===== config.mk =====
export PLATFORM = sky130hd
export DESIGN_NAME = string_lights_tx_flat
export DESIGN_NICKNAME = d
export VERILOG_FILES = /design/src/rtl/string_lights_pkg.sv /design/src/rtl/string_lights_if.sv /design/src/rtl/string_lights_tx_rate_tick.sv /design/src/rtl/string_lights_tx.sv /design/src/flat_wrapper.sv
export SDC_FILE = /design/constraint.sdc
export NUM_CORES = 1
export LEC_CHECK = 0
export ABC_CLOCK_PERIOD_IN_PS = 3600
export BUFFER_PORTS_ARGS = -buffer_cell sky130_fd_sc_hd__buf_2
export CAP_MARGIN = 30
export CORE_MARGIN = 2
export CORE_UTILIZATION = 53
export DETAILED_ROUTE_END_ITERATION = 8
export GPL_TIMING_DRIVEN = 0
export PLACE_DENSITY = 0.69
export RECOVER_POWER = 25
export SYNTH_ARGS = -nofsm -noshare
export SYNTH_HDL_FRONTEND = slang
export SYNTH_SLANG_ARGS = --single-unit
export TNS_END_PERCENT = 100

===== constraint.sdc =====
create_clock -name clk -period 3.6 [get_ports clk]
set_clock_uncertainty 0.05 [all_clocks]
set_input_delay 0.72 -clock clk [delete_from_list [all_inputs] [get_ports clk]]
set_output_delay 0.72 -clock clk [all_outputs]
set_load 0.1 [all_outputs]

===== src/rtl/string_lights_pkg.sv =====
// Shared types and constants for the string-lights serial link.
package string_lights_pkg;
  typedef enum logic [1:0] {IDLE, SEND, DONE} tx_state_t;
  localparam int LIGHTS_WIDTH = 10;
endpackage


===== src/rtl/string_lights_if.sv =====
// Parallel load request and serial link outputs of the string-lights transmitter.
interface string_lights_if #(parameter int WIDTH = string_lights_pkg::LIGHTS_WIDTH);
  logic             start;
  logic [WIDTH-1:0] pattern;
  logic             ser_out;
  logic             ser_strobe;
  logic             busy;
  logic             done;

  modport master (output start, pattern, input ser_out, ser_strobe, busy, done);
  modport slave  (input start, pattern, output ser_out, ser_strobe, busy, done);
endinterface


===== src/rtl/string_lights_tx_rate_tick.sv =====
// Bit-period divider: tick marks the last clk cycle of each DIV-cycle bit slot.
module rate_tick
  import string_lights_pkg::*;
#(
  parameter int DIV = 25_000_000
) (
  input  logic clk,
  input  logic reset,
  input  logic clear,
  output logic tick
);
  localparam int CW = (DIV > 1) ? $clog2(DIV) : 1;
  localparam logic [CW-1:0] LAST = CW'(DIV - 1);

  logic [CW-1:0] div_cnt;

  // Restart on tick so the counter never runs past DIV-1.
  always_ff @(posedge clk or negedge reset) begin
    if (!reset)             div_cnt <= '0;
    else if (clear || tick) div_cnt <= '0;
    else                    div_cnt <= div_cnt + CW'(1);
  end

  assign tick = (div_cnt == LAST);
endmodule


===== src/rtl/string_lights_tx.sv =====
// Parallel-in, serial-out transmitter for the lights chain, LSB first with a shift strobe per bit.
module string_lights_tx
  import string_lights_pkg::*;
#(
  parameter int WIDTH = LIGHTS_WIDTH,
  parameter int DIV   = 25_000_000
) (
  input  logic            clk,
  input  logic            reset,
  string_lights_if.slave  bus
);
  localparam int BW = $clog2(WIDTH);

  tx_state_t        state, state_nxt;
  logic [WIDTH-1:0] shreg;
  logic [BW-1:0]    bit_cnt;
  logic             tick, clear, last_bit, accept, shift;

  rate_tick #(.DIV(DIV)) u_rate (
    .clk   (clk),
    .reset (reset),
    .clear (clear),
    .tick  (tick)
  );

  assign clear    = (state != SEND);
  assign last_bit = (bit_cnt == BW'(WIDTH - 1));
  assign accept   = (state == IDLE) && bus.start;
  assign shift    = (state == SEND) && tick;

  always_ff @(posedge clk or negedge reset) begin
    if (!reset) state <= IDLE;
    else        state <= state_nxt;
  end

  always_comb begin
    state_nxt = state;
    case (state)
      IDLE:    if (bus.start)         state_nxt = SEND;
      SEND:    if (tick && last_bit)  state_nxt = DONE;
      DONE:                           state_nxt = IDLE;
      default:                        state_nxt = IDLE;
    endcase
  end

  // bit_cnt parks on the last index instead of wrapping; the next accept reloads it.
  always_ff @(posedge clk or negedge reset) begin
    if (!reset) begin
      shreg   <= '0;
      bit_cnt <= '0;
    end else if (accept) begin
      shreg   <= bus.pattern;
      bit_cnt <= '0;
    end else if (shift) begin
      shreg <= shreg >> 1;
      if (!last_bit) bit_cnt <= bit_cnt + BW'(1);
    end
  end

  assign bus.ser_out    = (state == SEND) && shreg[0];
  assign bus.ser_strobe = shift;
  assign bus.busy       = (state != IDLE);
  assign bus.done       = (state == DONE);
endmodule


===== src/flat_wrapper.sv =====
// flat-port wrapper written by rule: the top's interface ports become plain ports
module string_lights_tx_flat import string_lights_pkg::*;
#(
  parameter int WIDTH = LIGHTS_WIDTH,
  parameter int DIV   = 25_000_000
)
  (clk, reset, bus_start, bus_pattern, bus_ser_out, bus_ser_strobe, bus_busy, bus_done);
  string_lights_if #(.WIDTH(WIDTH)) bus_i ();
  input  logic clk;
  input  logic reset;
  input wire logic [$bits(bus_i.start)-1:0] bus_start;
  input wire logic [$bits(bus_i.pattern)-1:0] bus_pattern;
  output wire logic [$bits(bus_i.ser_out)-1:0] bus_ser_out;
  output wire logic [$bits(bus_i.ser_strobe)-1:0] bus_ser_strobe;
  output wire logic [$bits(bus_i.busy)-1:0] bus_busy;
  output wire logic [$bits(bus_i.done)-1:0] bus_done;
  assign bus_i.start = bus_start;
  assign bus_i.pattern = bus_pattern;
  assign bus_ser_out = bus_i.ser_out;
  assign bus_ser_strobe = bus_i.ser_strobe;
  assign bus_busy = bus_i.busy;
  assign bus_done = bus_i.done;
  string_lights_tx #(.WIDTH(WIDTH), .DIV(DIV)) u_core (.clk(clk), .reset(reset), .bus(bus_i));
endmodule

==> results of run 1 <==
stage by stage:
step	instances	cell area (um2)	hold WS, ns	util (%)	setup WS, ns
2_1_floorplan	214	2021	0.3744	-	0.2674
3_3_place_gp	278	2161	0.4235	59.02	0.8064
3_5_place_dp	278	2161	0.4275	59.02	0.8214
4_1_cts	286	2281	0.4391	62.30	0.5041
5_1_grt	286	2280	0.4646	62.27	0.3934
6_report	286	2280	0.4329	62.27	0.5100
worst register-to-register path, delay by kind of cell (launching register included):
family | cells | cell delay, ns
simple gates | 4 | 0.95
buf+inv | 2 | 0.57
flops | 1 | 0.39
fa+ha+maj | 1 | 0.22
compound gates | 1 | 0.16
cell usage in the layout, fill, tap and decap left out, drive strengths merged, types with 2 or more instances in the layout:
cell type / netlist / final
dfrtp: 41 / 41
nor2: 37 / 37
nand2: 22 / 22
buf: 3 / 18
nand3: 15 / 15
xor2: 15 / 15
clkbuf: 5 / 12
a21oi: 9 / 9
xnor2: 8 / 8
nand4: 7 / 7
and4: 5 / 5
nor3: 5 / 5
inv: 4 / 4
and3: 4 / 4
a31oi: 4 / 4
o21ai: 4 / 4
nor4: 3 / 3
ha: 3 / 3
or3: 3 / 3
nand4b: 2 / 2
nor2b: 2 / 2
and2: 2 / 2
how the worst max path moves through the flow:
| stage | startpoint | to | slack (ns) | cells after the start |
|---|---|---|---|---|
| 5_1_grt | u_core.u_rate.div_cnt[9] | bus_ser_strobe | 0.39 | 5 |
| 3_5_place_dp | u_core.u_rate.div_cnt[9] | bus_ser_strobe | 0.82 | 5 |
| 3_3_place_gp | u_core.u_rate.div_cnt[9] | bus_ser_strobe | 0.81 | 5 |
| 4_1_cts | u_core.u_rate.div_cnt[9] | bus_ser_strobe | 0.50 | 5 |
| 2_1_floorplan | u_core.u_rate.div_cnt[9] | bus_ser_strobe | 0.27 | 4 |
| 6_report | u_core.u_rate.div_cnt[9] | bus_ser_strobe | 0.51 | 5 |
logic make-up (layout without fill, tap and decap cells):
kind of cell	after synthesis	in the layout	synth area share [%]
simple gates	113	113	28.48
flops	41	41	50.77
buf+inv	12	36	2.415
fa+ha+maj	3	3	1.858
xor+xnor	23	23	9.969
compound gates	22	22	6.502
sequential cells by signal (all words and copies together) (netlist names):
| signal | count |
|---|---|
| u_core.state | 2 |
| u_core.u_rate.div_cnt | 25 |
| u_core.bit_cnt | 4 |
| u_core.shreg | 10 |
area by class of cell:
class                           instances  area [um2]  area share (%)
Clock buffer                            6       82.58           3.622
Buffer                                  8       33.78           1.482
Inverter                                4       15.01          0.6586
Multi-Input combinational cell        161       945.9           41.49
Sequential cell                        41        1026           45.01
Clock inverter                          2       37.54           1.647
Timing Repair Buffer                   16       78.83           3.458
Tap cell                               48       60.06           2.634
power by group:
part	switching (mW)	total, mW	leakage (nW)	internal [mW]
logic	0.00996	0.0143	0.485	0.00433
clock network	0.157	0.383	0.0574	0.225
registers	0	0.460	0.501	0.460
layer usage:
layer	vias to the layer above	GRT usage, %	wire length, um
met5	-	0	0
met4	0	7.813	78
met3	8	4.795	111
met2	20	28.41	1659
met1	729	32.01	2083
li1	784	-	-
==> results.md, run 1 <==
- Status: finished, violations left
- Failing checks: capacitance limit, slew limit
- Largest net degree at the start of global routing: 42
- Worst Path Class, Setup: flip-flop to output pin
- Top Ports: 17
- Area delta synth->final: 12.82%
- R2R cell count: 8
- Worst Hold Class: flip-flop to flip-flop
- Post-route ant nets: 0
- Crit start category: flip-flop
- Yosys top cell by area: dfrtp_1
- Ranking of synthesized cells by area: dfrtp_1 (51%), nor2_1 (6.9%), xor2_1 (6.5%), nand2_1 (4.1%), nand3_1 (3.7%)
- CTS clk-pin slew, worst paths: 0.08 ns
- Critical R2R Launch: u_core.u_rate.div_cnt[0]
- CTS buffer count: 5
- Mapped Nets: 230
- Fmax: 323.6 MHz
- Slowest stage cell, crit path: or4_1
- CP arrival: 2.32 ns
- Hold wc startpoint: u_core.u_rate.div_cnt[0]
- Post-synth cell types: 36
- Unrepaired setup endpoints after global routing: false
- FILL cells: 323
- Top FF cell, synth: dfrtp_1
- Synthesized cell area: 0.002021 mm2
- Critical Path RT: 2.83 ns
- Initial DRC Count: 64
- Die Y-Extent: 65.75 um
- Slew headroom: -41.18%
- CP top delay family: simple AND/OR/NAND/NOR gates
- Setup bufs post-CTS: 0
- PostCTS Resize Cnt: 0
- Crit-path cells: nor4b_1, nand2_1, or4_1, nor2_1, buf_2
- Tcrit/Tclk final: 85.83%
- Nets: 253
- DRC: 0
- Final Hold Viols: 0
- Share of cells above drive strength 1: 12.61%
- Max Cap Viol: 1
- Cells after synthesis: 214
- Worst Hold Path EP: u_core.u_rate.div_cnt[0]
- Total wire length: 3933 um
- Hold Crit Depth: 1
- EDFF count, synth: 0
- Core ar.: 0.003661 mm2
- Chip width: 65.75 um
- Worst Path Buf+Inv: 1
- Critical path capture point type: output pin
- Post-DP HPWL: 2832 um
- Total power: 0.8572 mW
- I/O Buffers: 16
- Fraction of the yosys area taken by sequential cells: 50.77%
- Crit-path max cell delay: 0.51 ns
- First drt pass iteration count: 4
- Antenna cells: 0
- Final setup viols: 0
- H-tree levels: 2
- Die area: 0.004322 mm2
- Clk root buf: clkbuf_8
- CP max FO: 7
- Maximum VDD drop: 0.2455 mV
- Post-layout min period: 3.090 ns
- Clock Tree Buf Depth: 2
- Most frequent cells after synthesis: dfrtp_1 (41), nor2_1 (37), nand2_1 (22)
- Clock latency on the worst-skew pair: 0.29 ns
- First-pass GRT wire length: 6893 um
- Syn Area/Cell: 9.442 um2
- Gr ovfl total: 0
- Least-Margin Pin Slew: 2.118 ns
- Initial antenna violation count: 0
- FF-to-FF End: u_core.bit_cnt[2]
- Pwr dens: 376.0 mW/mm2
- Vias in the first global route: 1,503
- Leakage: 1.044 nW
- Top cell type's share of synthesized area: 50.77%
- Ys Warns: 0
- TNS Setup: 0 ns
- Asr flop ratio synth: 100.0%
- CTS sink cnt: 41
- CTS tree: yes
- # rows: 22
- Reg-to-reg slack, setup: 1.18 ns
- Placer Congestion: 0.8275
- Gr usage total: 20.84%
- Starting Density: 55.19%
- # hold bufs at CTS: 0
- Count of pins over their slew limit: 42
- Most numerous cell in the Yosys netlist: dfrtp_1
- Vias per std cell: 5.388
- Vias: 1,541
- Register bit total from synthesis: 41
- Drt wl/cell: 13.75 um
Power figures use the tool's default switching activity.
==> run 2, diff against run 1 <==
CTS_BUF_LIST = sky130_fd_sc_hd__clkbuf_4 sky130_fd_sc_hd__clkbuf_8 sky130_fd_sc_hd__clkbuf_16   (was default)
GPL_TIMING_DRIVEN = default   (was 0)
==> results.md, run 2 (same netlist as run 1, synthesis figures left out) <==
- Core ar.: 0.003661 mm2
- First drt pass iteration count: 4
- Chip width: 65.75 um
- Sw frac: 19.09%
- Critical R2R Launch: u_core.u_rate.div_cnt[9]
- Fin cells: 279
- Gr ovfl total: 0
- Crit start category: flip-flop
- Logic pwr share: 1.7%
- Internal power: 0.6898 mW
- FF-to-FF End: u_core.u_rate.div_cnt[6]
- Hold Crit Depth: 1
- Reg-to-reg slack, setup: 1.07 ns
- Crit-path max cell delay: 0.50 ns
- First-pass GRT wire length: 6996 um
- Clock Tree Buf Depth: 2
- Total wire length: 3922 um
- Vias: 1,554
- Nets: 246
- Critical path capture point type: output pin
- PostCTS Resize Cnt: 0
- Number of flip-flops in the largest register: 25
- Worst Hold Class: flip-flop to flip-flop
- Placer Congestion: 0.8227
- Initial antenna violation count: 0
- CP arrival: 2.33 ns
- Final setup viols: 0
- Worst Hold Path EP: u_core.u_rate.div_cnt[0]
- Fmax: 323.0 MHz
- Status: finished, violations left
- Die area: 0.004322 mm2
- Final core occ: 61.55%
- Leakage: 1.027 nW
- Crit-path cells: nor4b_1, nand2_1, or4_1, nor2_1, buf_2
- Most frequent cells in the layout: dfrtp_1 (41), nor2_1 (37), nand2_1 (22)
- Sequential share of power: 54.0%
- GR Util met1: 28.22%
- Antenna cells: 0
- Pwr dens: 378.3 mW/mm2
- Final WS setup: 0.5043 ns
- CTS clk-pin slew, worst paths: 0.08 ns
- Share of cells above drive strength 1: 12.12%
- Worst Path Class, Setup: flip-flop to output pin
- CTS buffer count: 5
- Largest net degree at the start of global routing: 42
- Slew headroom: -44.84%
- Slowest stage cell, crit path: or4_1
- Initial DRC Count: 107
- CTS sink cnt: 41
- Clock latency on the worst-skew pair: 0.28 ns
- Vias in the first global route: 1,589
- TNS Setup: 0 ns
- Fin area: 0.002253 mm2
- Maximum VDD drop: 0.2303 mV
- CTS tree: yes
- Least-Margin Pin Slew: 2.173 ns
- Count of pins over their slew limit: 42
- Clk root buf: clkbuf_8
- Post-DP HPWL: 2738 um
- I/O Buffers: 16
- Total power: 0.8525 mW
- Hold wc startpoint: u_core.u_rate.div_cnt[0]
- Failing checks: capacitance limit, slew limit
- Tcrit/Tclk final: 85.99%
- Hold WS: 0.4546 ns
- Met3 usage: 4.966%
- Die Y-Extent: 65.75 um
- Post-layout min period: 3.096 ns
- GR peak layer: met2
- Gr usage total: 20.90%
- Instance area after placement: 0.002135 mm2
- Unrepaired setup endpoints after global routing: false
- Largest registers: u_core.u_rate.div_cnt x25, u_core.shreg x10, u_core.bit_cnt x4
- DRC: 0
- Most common library cell in the layout ignoring fill and taps: dfrtp_1
- P_sw: 0.1627 mW
- Placed cells: 271
- H-tree levels: 2
- Vias per std cell: 5.570
- CP max FO: 7
- Top Ports: 17
- Starting Density: 55.19%
- Drt wl/cell: 14.06 um
- # hold bufs at CTS: 0
- Final Hold Viols: 0
- Max Cap Viol: 1
- Critical Path RT: 2.83 ns
- R2R cell count: 5
- Setup bufs post-CTS: 0
- Post-route ant nets: 0
- # rows: 22
- Biggest register: u_core.u_rate.div_cnt
- Area delta synth->final: 11.52%
- GRT met2 Usage: 33.96%
- Power share of the clock group: 44.3%
- Pre-CTS setup slack: 0.8356 ns
[run 2: power groups by stage]
stage	sequential, mW	combinational, mW	clock [mW]
global route	0.460	0.0167	0.408
global placement	0.469	0.0151	0
CTS	0.460	0.0158	0.390
detailed placement	0.469	0.0157	0
floorplan	0.469	0.0000854	0
finish	0.460	0.0147	0.378
[run 2: cell type report]
type | instances | area, um2
Fill cell | 331 | 1408
Sequential cell | 41 | 1026
Multi-Input combinational cell | 161 | 945.9
Timing Repair Buffer | 17 | 86.33
Clock buffer | 6 | 82.58
Tap cell | 48 | 60.06
Clock inverter | 2 | 37.54
Inverter | 4 | 15.01
[run 2: how the worst max path moves through the flow]
stage                             start              to  slack, ns  cells past startpoint
2_1_floorplan  u_core.u_rate.div_cnt[9]  bus_ser_strobe       0.27                      4
3_3_place_gp   u_core.u_rate.div_cnt[9]  bus_ser_strobe       0.85                      5
3_5_place_dp   u_core.u_rate.div_cnt[9]  bus_ser_strobe       0.84                      5
4_1_cts        u_core.u_rate.div_cnt[9]  bus_ser_strobe       0.50                      5
5_1_grt        u_core.u_rate.div_cnt[9]  bus_ser_strobe       0.39                      5
6_report       u_core.u_rate.div_cnt[9]  bus_ser_strobe       0.50                      5
[run 2: worst max-delay path: cells and delay by family, from the launching register on]
family                 cells  cell delay (ns)
buffers and inverters      1             0.44
DFF                        1             0.45
and+or+nand+nor            4             1.15
[run 2: per-layer routing]
metal / share of wire [%] / up-vias / wire length, um
li1: - / 774 / -
met1: 50 / 762 / 1971
met2: 47 / 16 / 1836
met3: 2.6 / 2 / 102
met4: 0.33 / 0 / 13
met5: 0 / - / 0
